<file path="src/rtl/ahb_pkg.sv">
// Shared AHB encodings and burst helpers for the arbiter and slave interface.
package ahb_pkg;

  localparam logic [1:0] AHB_TRANS_IDLE   = 2'd0;
  localparam logic [1:0] AHB_TRANS_BUSY   = 2'd1;
  localparam logic [1:0] AHB_TRANS_NONSEQ = 2'd2;
  localparam logic [1:0] AHB_TRANS_SEQ    = 2'd3;

  localparam logic [2:0] AHB_BURST_SINGLE = 3'd0;
  localparam logic [2:0] AHB_BURST_INCR   = 3'd1;
  localparam logic [2:0] AHB_BURST_WRAP4  = 3'd2;
  localparam logic [2:0] AHB_BURST_INCR4  = 3'd3;
  localparam logic [2:0] AHB_BURST_WRAP8  = 3'd4;
  localparam logic [2:0] AHB_BURST_INCR8  = 3'd5;
  localparam logic [2:0] AHB_BURST_WRAP16 = 3'd6;
  localparam logic [2:0] AHB_BURST_INCR16 = 3'd7;

  // Undefined-length INCR counts as a single beat: it never pins the bus.
  function automatic logic [4:0] burst_beats(input logic [2:0] burst);
    case (burst)
      AHB_BURST_WRAP4,  AHB_BURST_INCR4:  burst_beats = 5'd4;
      AHB_BURST_WRAP8,  AHB_BURST_INCR8:  burst_beats = 5'd8;
      AHB_BURST_WRAP16, AHB_BURST_INCR16: burst_beats = 5'd16;
      default:                            burst_beats = 5'd1;
    endcase
  endfunction

endpackage

</file>
<file path="src/rtl/ahb_rr_picker.sv">
// Combinational round-robin picker: first request found after the last winner.
module ahb_rr_picker #(
  parameter int NUM_MASTERS = 4,
  parameter int MW          = $clog2(NUM_MASTERS)
) (
  input  logic [NUM_MASTERS-1:0] req,
  input  logic [MW-1:0]          last,
  output logic [MW-1:0]          winner,
  output logic                   valid
);

  logic [MW-1:0] idx;

  always_comb begin
    winner = '0;
    valid  = 1'b0;
    idx    = '0;
    for (int unsigned i = 1; i <= NUM_MASTERS; i++) begin
      idx = MW'((32'(last) + i) % NUM_MASTERS);
      if (!valid && req[idx]) begin
        valid  = 1'b1;
        winner = idx;
      end
    end
  end

endmodule

</file>
<file path="src/rtl/ahb_arbiter.sv">
// Multi-master AHB arbiter: round-robin grants, burst/lock protection,
// default-master parking and registered address/data owner indices.
module ahb_arbiter
  import ahb_pkg::*;
#(
  parameter int NUM_MASTERS    = 4,
  parameter int DEFAULT_MASTER = 0,
  parameter int MW             = $clog2(NUM_MASTERS)
) (
  input  logic                   ahb_clk_in,
  input  logic                   ahb_rstn_in,
  input  logic [NUM_MASTERS-1:0] ahb_busreq_in,
  input  logic [NUM_MASTERS-1:0] ahb_lock_in,
  input  logic [1:0]             ahb_trans_in,
  input  logic [2:0]             ahb_burst_in,
  input  logic                   ahb_ready_in,
  output logic [NUM_MASTERS-1:0] ahb_grant_out,
  output logic [MW-1:0]          ahb_master_out,
  output logic [MW-1:0]          ahb_master_data_out,
  output logic                   ahb_mastlock_out
);

  localparam logic [MW-1:0]          DEF_IDX   = MW'(DEFAULT_MASTER);
  localparam logic [NUM_MASTERS-1:0] DEF_GRANT = NUM_MASTERS'(1) << DEFAULT_MASTER;

  logic [NUM_MASTERS-1:0] grant_q, grant_d;
  logic [MW-1:0]          grant_idx_q, rr_last_q, master_q, master_data_q;
  logic [MW-1:0]          pick_idx, win_idx;
  logic                   pick_valid, win_real, owner_locked;
  logic                   arb_point, lock_hold_q;
  logic [3:0]             beat_cnt_q;

  ahb_rr_picker #(
    .NUM_MASTERS (NUM_MASTERS),
    .MW          (MW)
  ) u_picker (
    .req    (ahb_busreq_in),
    .last   (rr_last_q),
    .winner (pick_idx),
    .valid  (pick_valid)
  );

  always_comb begin
    arb_point = 1'b0;
    if (ahb_ready_in && !lock_hold_q) begin
      case (ahb_trans_in)
        AHB_TRANS_IDLE:   arb_point = 1'b1;
        AHB_TRANS_NONSEQ: arb_point = (ahb_burst_in == AHB_BURST_SINGLE) ||
                                      (ahb_burst_in == AHB_BURST_INCR);
        AHB_TRANS_SEQ:    arb_point = (ahb_burst_in == AHB_BURST_INCR) ||
                                      (beat_cnt_q == 4'd1);
        default:          arb_point = 1'b0;
      endcase
    end
  end

  // A locking owner that still requests keeps the bus ahead of round-robin.
  always_comb begin
    owner_locked = ahb_lock_in[master_q] && ahb_busreq_in[master_q];
    win_real     = owner_locked || pick_valid;
    if (owner_locked)    win_idx = master_q;
    else if (pick_valid) win_idx = pick_idx;
    else                 win_idx = DEF_IDX;
    grant_d          = '0;
    grant_d[win_idx] = 1'b1;
  end

  always_ff @(posedge ahb_clk_in or negedge ahb_rstn_in) begin
    if (!ahb_rstn_in) begin
      grant_q       <= DEF_GRANT;
      grant_idx_q   <= DEF_IDX;
      rr_last_q     <= DEF_IDX;
      master_q      <= DEF_IDX;
      master_data_q <= DEF_IDX;
      lock_hold_q   <= 1'b0;
      beat_cnt_q    <= '0;
    end else begin
      if (arb_point) begin
        grant_q     <= grant_d;
        grant_idx_q <= win_idx;
        if (win_real) rr_last_q <= win_idx;
      end
      if (ahb_ready_in) begin
        master_q      <= grant_idx_q;
        master_data_q <= master_q;
        case (ahb_trans_in)
          AHB_TRANS_NONSEQ: beat_cnt_q <= 4'(burst_beats(ahb_burst_in) - 5'd1);
          AHB_TRANS_SEQ:    if (beat_cnt_q != '0) beat_cnt_q <= beat_cnt_q - 4'd1;
          AHB_TRANS_IDLE:   beat_cnt_q <= '0;
          default:          beat_cnt_q <= beat_cnt_q;
        endcase
        if (ahb_trans_in == AHB_TRANS_NONSEQ && ahb_lock_in[master_q])
          lock_hold_q <= 1'b1;
        else if (!ahb_lock_in[master_q] &&
                 (ahb_trans_in == AHB_TRANS_IDLE || ahb_trans_in == AHB_TRANS_NONSEQ))
          lock_hold_q <= 1'b0;
      end
    end
  end

  assign ahb_grant_out       = grant_q;
  assign ahb_master_out      = master_q;
  assign ahb_master_data_out = master_data_q;
  assign ahb_mastlock_out    = lock_hold_q;

endmodule

</file>
<file path="config.mk">
export PLATFORM = sky130hd
export DESIGN_NAME = ahb_arbiter
export DESIGN_NICKNAME = d
export VERILOG_FILES = /design/src/rtl/ahb_pkg.sv /design/src/rtl/ahb_rr_picker.sv /design/src/rtl/ahb_arbiter.sv
export SDC_FILE = /design/constraint.sdc
export NUM_CORES = 1
export LEC_CHECK = 0
export BUFFER_PORTS_ARGS = -buffer_cell sky130_fd_sc_hd__buf_2
export CAP_MARGIN = 20
export CORE_MARGIN = 2
export CORE_UTILIZATION = 55
export CTS_BUF_LIST = sky130_fd_sc_hd__clkbuf_8
export CTS_CLUSTER_SIZE = 24
export DETAILED_ROUTE_END_ITERATION = 16
export PLACE_DENSITY = 0.86
export REMOVE_ABC_BUFFERS = 1
export SYNTH_ARGS = -nofsm -noshare
export SYNTH_HDL_FRONTEND = slang
export SYNTH_SLANG_ARGS = --single-unit
export TNS_END_PERCENT = 100
</file>
<file path="constraint.sdc">
create_clock -name ahb_clk_in -period 2.35 [get_ports ahb_clk_in]
set_input_delay 0.47 -clock ahb_clk_in [delete_from_list [all_inputs] [get_ports ahb_clk_in]]
set_output_delay 0.47 -clock ahb_clk_in [all_outputs]
set_load 0.005 [all_outputs]
</file>
; ---- After elaboration in Yosys (flattened, before gate mapping)
; Cells that the tools add are included.
[op_classes]
addsub = 6
n_lt_le_gt_ge = 7
n_eq_ne = 11
n_mux = 33
n_reduce_logical = 28
[ops]
columns = op, n
row1 = $pmux 4 s3, 2
row2 = $lt 2x3->1 const B, 6
row3 = $mux 1, 14
row4 = $bmux 1 s2, 6
row5 = $eq 3x3->1 const B, 4
row6 = $mux 2, 6
row7 = $mux 4, 3
row8 = $logic_and 1x1->1, 8
row9 = $sub 4x1->4 const B, 2
row10 = $eq 3x2->1 const B, 2
row11 = $reduce_or 2->1, 3
row12 = $logic_not 1->1, 5
row13 = $add 2x1->2 const B, 2
row14 = $add 2x2->2 const B, 2
row15 = $eq 2x2->1 const B, 2
row16 = $eq 4x1->1 const B, 1
row17 = $logic_or 1x1->1, 4
row18 = $reduce_and 2->1, 2
row19 = $reduce_bool 4->1, 1
row20 = $eq 3x1->1 const B, 1
row21 = $logic_not 3->1, 1
row22 = $pmux 1 s3, 1
row23 = $reduce_and 3->1, 1
row24 = $reduce_bool 3->1, 1
row25 = 5 further kinds, 5
[totals]
regBits = 17
output_inout_bits = 9

; ---- Logic depth before layout (Yosys ltp)
[logic_depth]
ltp_word = 19
mapped_depth = 6
depth_no_buf = 6

; ---- By module
; A second synthesis with hierarchy kept.
[hier_totals]
cells_unflattened = 119
area_unflattened_um2 = 1153.6
[modules_own_cells]
columns = mod, instances, cells_each, area_per_inst_um2, seq_area_each_um2
row1 = ahb_arbiter, 1, 105, 1062.3, 426.7
row2 = ahb_rr_picker, 1, 14, 91.3, 0.0

; ---- Worst setup path after synthesis
; Ideal clock, no wire load.
[synth_path]
path_kind = input to register
from = in ahb_trans_in[0]
to = reg rr_last_q[1]
setup_ps = 135
t_arrival_ps = 1665
t_required_ps = 2215
setup_slack_ps = 550
stages = 6
n_path_buf = 1
path_cell_list = ha_1 > nor3b_2 > a221oi_2 > or2_1 > buf_2 > o211ai_1
[synth_via]
elab_chain_cells = 4
elab_cells_between_ends = 6
cone_classes = eq/ne: 2 / mux: 2 / reduce/logical: 2
[synth_lines]
columns = item, line
row1 = "start, declared", ahb_arbiter.sv:14  ; input logic [1:0] ahb_trans_in,
row2 = $eq 2x2->1 or $logic_not 2->1 (tied branches), ahb_arbiter.sv:46  ; case (ahb_trans_in)
row3 = $pmux 1 s3 (*), ahb_arbiter.sv:46
row4 = $mux 1 (*), ahb_arbiter.sv:45  ; if (ahb_ready_in && !lock_hold_q) begin
row5 = $reduce_and 2->1 (no source line) (*), -
row6 = "end signal, assigned", ahb_arbiter.sv:81  ; if (win_real) rr_last_q <= win_idx;
row7 = "end, declared", ahb_arbiter.sv:27  ; logic [MW-1:0] grant_idx_q, rr_last_q, master_q, master_data_q;
; Every way passes the cells marked *; elsewhere a longest branch is shown, timed or not.
; A chain may end at the register's enable or synchronous reset.

; ---- Worst setup path after layout
[layout_path]
from = reg master_q[0], in the netlist ahb_master_out[0]
to = reg rr_last_q[1]
[layout_via]
elab_chain_cells = 5
elab_cells_between_ends = 8
cone_classes = mux: 5 / reduce/logical: 3
[layout_lines]
columns = item, line
row1 = "start, declared", ahb_arbiter.sv:27
row2 = "start signal, assigned", ahb_arbiter.sv:84  ; master_q <= grant_idx_q;
row3 = $bmux 1 s2, ahb_arbiter.sv:59  ; owner_locked = ahb_lock_in[master_q] && ahb_busreq_in[master_q];
row4 = $mux 1 (not written as such), ahb_arbiter.sv:59
row5 = $logic_and 1x1->1 (*), ahb_arbiter.sv:59
row6 = $logic_or 1x1->1, ahb_arbiter.sv:60  ; win_real = owner_locked || pick_valid;
row7 = $reduce_and 2->1 (no source line), -
; Every way passes the cells marked *; elsewhere a longest branch is shown, timed or not. The select of a mux whose other input is x is not followed.

==> impl_metrics.tcl <==
set metrics [dict create \
    dpl.hpwl_um 1840 \
    critPathKind "reg -> reg" \
    area_growth_pct 16.6 \
    clk_latency_ns 0.25 \
    syn_area_um2 1130 \
    worstSetupEndpointType "flop" \
    final_common_cell "buf_2" \
    grt_pass1_wl_um 4400 \
    setup_viol 0 \
    post_cts_buffers 0 \
    timing.hold.ws_ns 0.132 \
    drt_iter0_drc 14 \
    cts_buffers 3 \
    final_nets 159 \
    timing.final.max_slew_violations 0 \
    place_inst 159 \
    synthMuxAreaShare_pct 13.9 \
    drive_above_1_share_pct 33.1 \
    via_count 982 \
    wl_per_cell_um 14.5 \
    regToRegSetupSlack_ns 0.56 \
    yosysWarningCount 0 \
    synthCells 110 \
    status "finished, final reports clean" \
    dr.pass1.iters 4 \
    grt_max_degree 18 \
    cts_buffer_depth 2 \
    dieArea_um2 2440 \
    gp_congestion 0.955 \
    wl_um 2360 \
    clk_pin_slew_ns 0.07 \
    place.port_buffers 24 \
    ant_nets 0 \
    yosys.area.top_type_share_pct 35.3 \
    avgSynthCellArea_um2 10.3 \
    min_period_ns 1.79 \
    track_usage_pct 22.3 \
    die_h_um 49.4 \
    stdcell_count 163 \
    cts_tree "yes" \
    htreeDepth 1 \
    ctsHoldBuffers 0 \
    power.total_mw 1.30 \
    setup_tns_ns 0 \
    max-cap-violations 0 \
    hold_viol_final 0 \
    fillers 162 \
    yosysTopAreaCell "dfrtp_1" \
    slew_headroom_pct 73.3 \
    synth_area_leaders "dfrtp_1 (35%), o21ai_0 (7.1%), ha_1 (6.6%)" \
    fin_skew_ns 0.00373 \
    antenna_found_initial 0 \
    yosysSeqAreaShare_pct 37.6 \
    final_cell_mix "buf_2 (24), o21ai_0 (16), dfrtp_1 (16)" \
    placed_area_um2 1280 \
    cp_max_fo 6 \
    ys_ff_latch 17 \
    synth_compound_area_share_pct 26.0 \
    hold_path_class "in -> async" \
    ios 25 \
    finalInstanceArea_um2 1320 \
    synth-simple-area-share_pct 12.7 \
    synth_xor_area_share_pct 0 \
    tightest_slew_ns 0.395 \
    grt_pass1_vias 996 \
    antenna-diode-count 0 \
    start_util_pct 57.8 \
    worst-endpoint-required_ns 2.47 \
    p_per_area_nw_per_um2 984 \
    power.leakage_nw 0.611 \
    cts.sinks 17 \
    grt_overflow 0 \
    rsz0062_at_grt "false" \
    critPathLaunchType "flop" \
    vias_per_cell 6.02 \
    remaining_drc_errors 0 \
    arrival_ns 1.90 \
    fmax_ghz 0.560 \
    clockRootBuffer "clkbuf_8" \
    rows 16 \
    ir_drop_mv 0.710 \
    core_area_um2 1960 \
    synth_top_family_by_area "compound AO/OA/AOI/OAI gates" \
    yosysUniqueCellTypes 39 \
    post_cts_resized 0 \
    synth_fa_ha_area_share_pct 6.62 \
    fin_crit_sh_pct 76.0 \
    die_w_um 49.4 \
]
-- worst paths after layout --
kind,from,cells after the start,end
worst max-delay path,ahb_master_out[0],4,rr_last_q[1]
worst min register to register,grant_idx_q[1],1,ahb_master_out[1]
min in group ahb_clk_in,grant_idx_q[1],1,ahb_master_out[1]
worst max register to register,ahb_master_out[0],4,rr_last_q[1]
max in group asynchronous,ahb_rstn_in,1,ahb_grant_out[0]
worst min-delay path,ahb_rstn_in,1,beat_cnt_q[3]
-- synth_stat cells --
| master | count |
|---|---|
| o31ai_2 | 3 |
| o21ai_0 | 16 |
| dfrtp_1 | 16 |
| buf_4 | 1 |
| a221oi_2 | 1 |
| a2bb2oi_1 | 1 |
| mux4_2 | 2 |
| nor3_1 | 3 |
| nand2_4 | 1 |
| o21ai_1 | 2 |
| or2_1 | 1 |
| nand2b_1 | 2 |
| a211o_1 | 2 |
| nor4b_1 | 1 |
| mux2_2 | 6 |
| o2111ai_1 | 2 |
| nor2_1 | 8 |
| a32oi_1 | 1 |
| o31ai_1 | 1 |
| inv_1 | 5 |
| a21boi_0 | 1 |
| o211ai_1 | 2 |
| dfstp_2 | 1 |
| nand3b_1 | 1 |
| mux2_4 | 1 |
| nor3b_2 | 1 |
| nor3b_1 | 1 |
| mux2i_1 | 3 |
| a21oi_1 | 6 |
| and3b_1 | 1 |
| ha_1 | 6 |
| nand3_1 | 1 |
| o32a_1 | 1 |
| nor2b_1 | 3 |
| a31o_2 | 1 |
| o21bai_1 | 1 |
| buf_2 | 2 |
| a31oi_1 | 1 |
| o21a_1 | 1 |
-- critical path: stages (launching register included) --
cell and delay, ns:
dfrtp_1 0.46, mux4_2 0.59, nand2_4 0.12, mux2i_1 0.37, o211ai_1 0.12
-- sequential cells by signal (all words and copies together) (netlist names) --
| register | count |
|---|---|
| ahb_master_out | 2 |
| grant_idx_q | 2 |
| beat_cnt_q | 4 |
| ahb_mastlock_out | 1 |
| ahb_grant_out | 4 |
| rr_last_q | 2 |
| ahb_master_data_out | 2 |
-- report_power, final --
group	leakage [nW]	internal (mW)	total, mW	switching [mW]
Clock	0.0269	0.116	0.210	0.0946
Sequential	0.210	0.410	0.531	0.121
Combinational	0.374	0.289	0.562	0.273
-- layout make-up --
| type | count | area [um2] | share of cell area [%] |
|---|---|---|---|
| clock inverter | 1 | 3.75 | 0.284 |
| multi-input combinational | 85 | 672 | 50.8 |
| clock buffer | 3 | 41.3 | 3.12 |
| inverter | 5 | 18.8 | 1.42 |
| sequential | 17 | 427 | 32.2 |
| tap | 27 | 33.8 | 2.55 |
| timing repair buffer | 25 | 128 | 9.64 |
-- kinds of logic after synthesis --
logic type      Yosys count
simple gates             24
flops                    17
fa+ha+maj                 6
compound gates           43
buf+inv                   8
mux                      12
-- metal layers --
metal	wire length [um]	vias to the layer above	track usage, %
met5	0	-	0
met4	8	0	4.63
met3	141	2	3.68
met2	1120	28	37.6
met1	1090	476	30.4
li1	-	476	-
-- per-stage QoR --
stage | setup slack (ns) | util [%]
6_report | 0.563 | 67.5
5_1_grt | 0.399 | 67.5
4_1_cts | 0.562 | 67.5
3_5_place_dp | 0.420 | 65.2
3_3_place_gp | 0.436 | 65.2
2_1_floorplan | 0.538 | -
No activity file was read; power rests on OpenSTA's default activity.
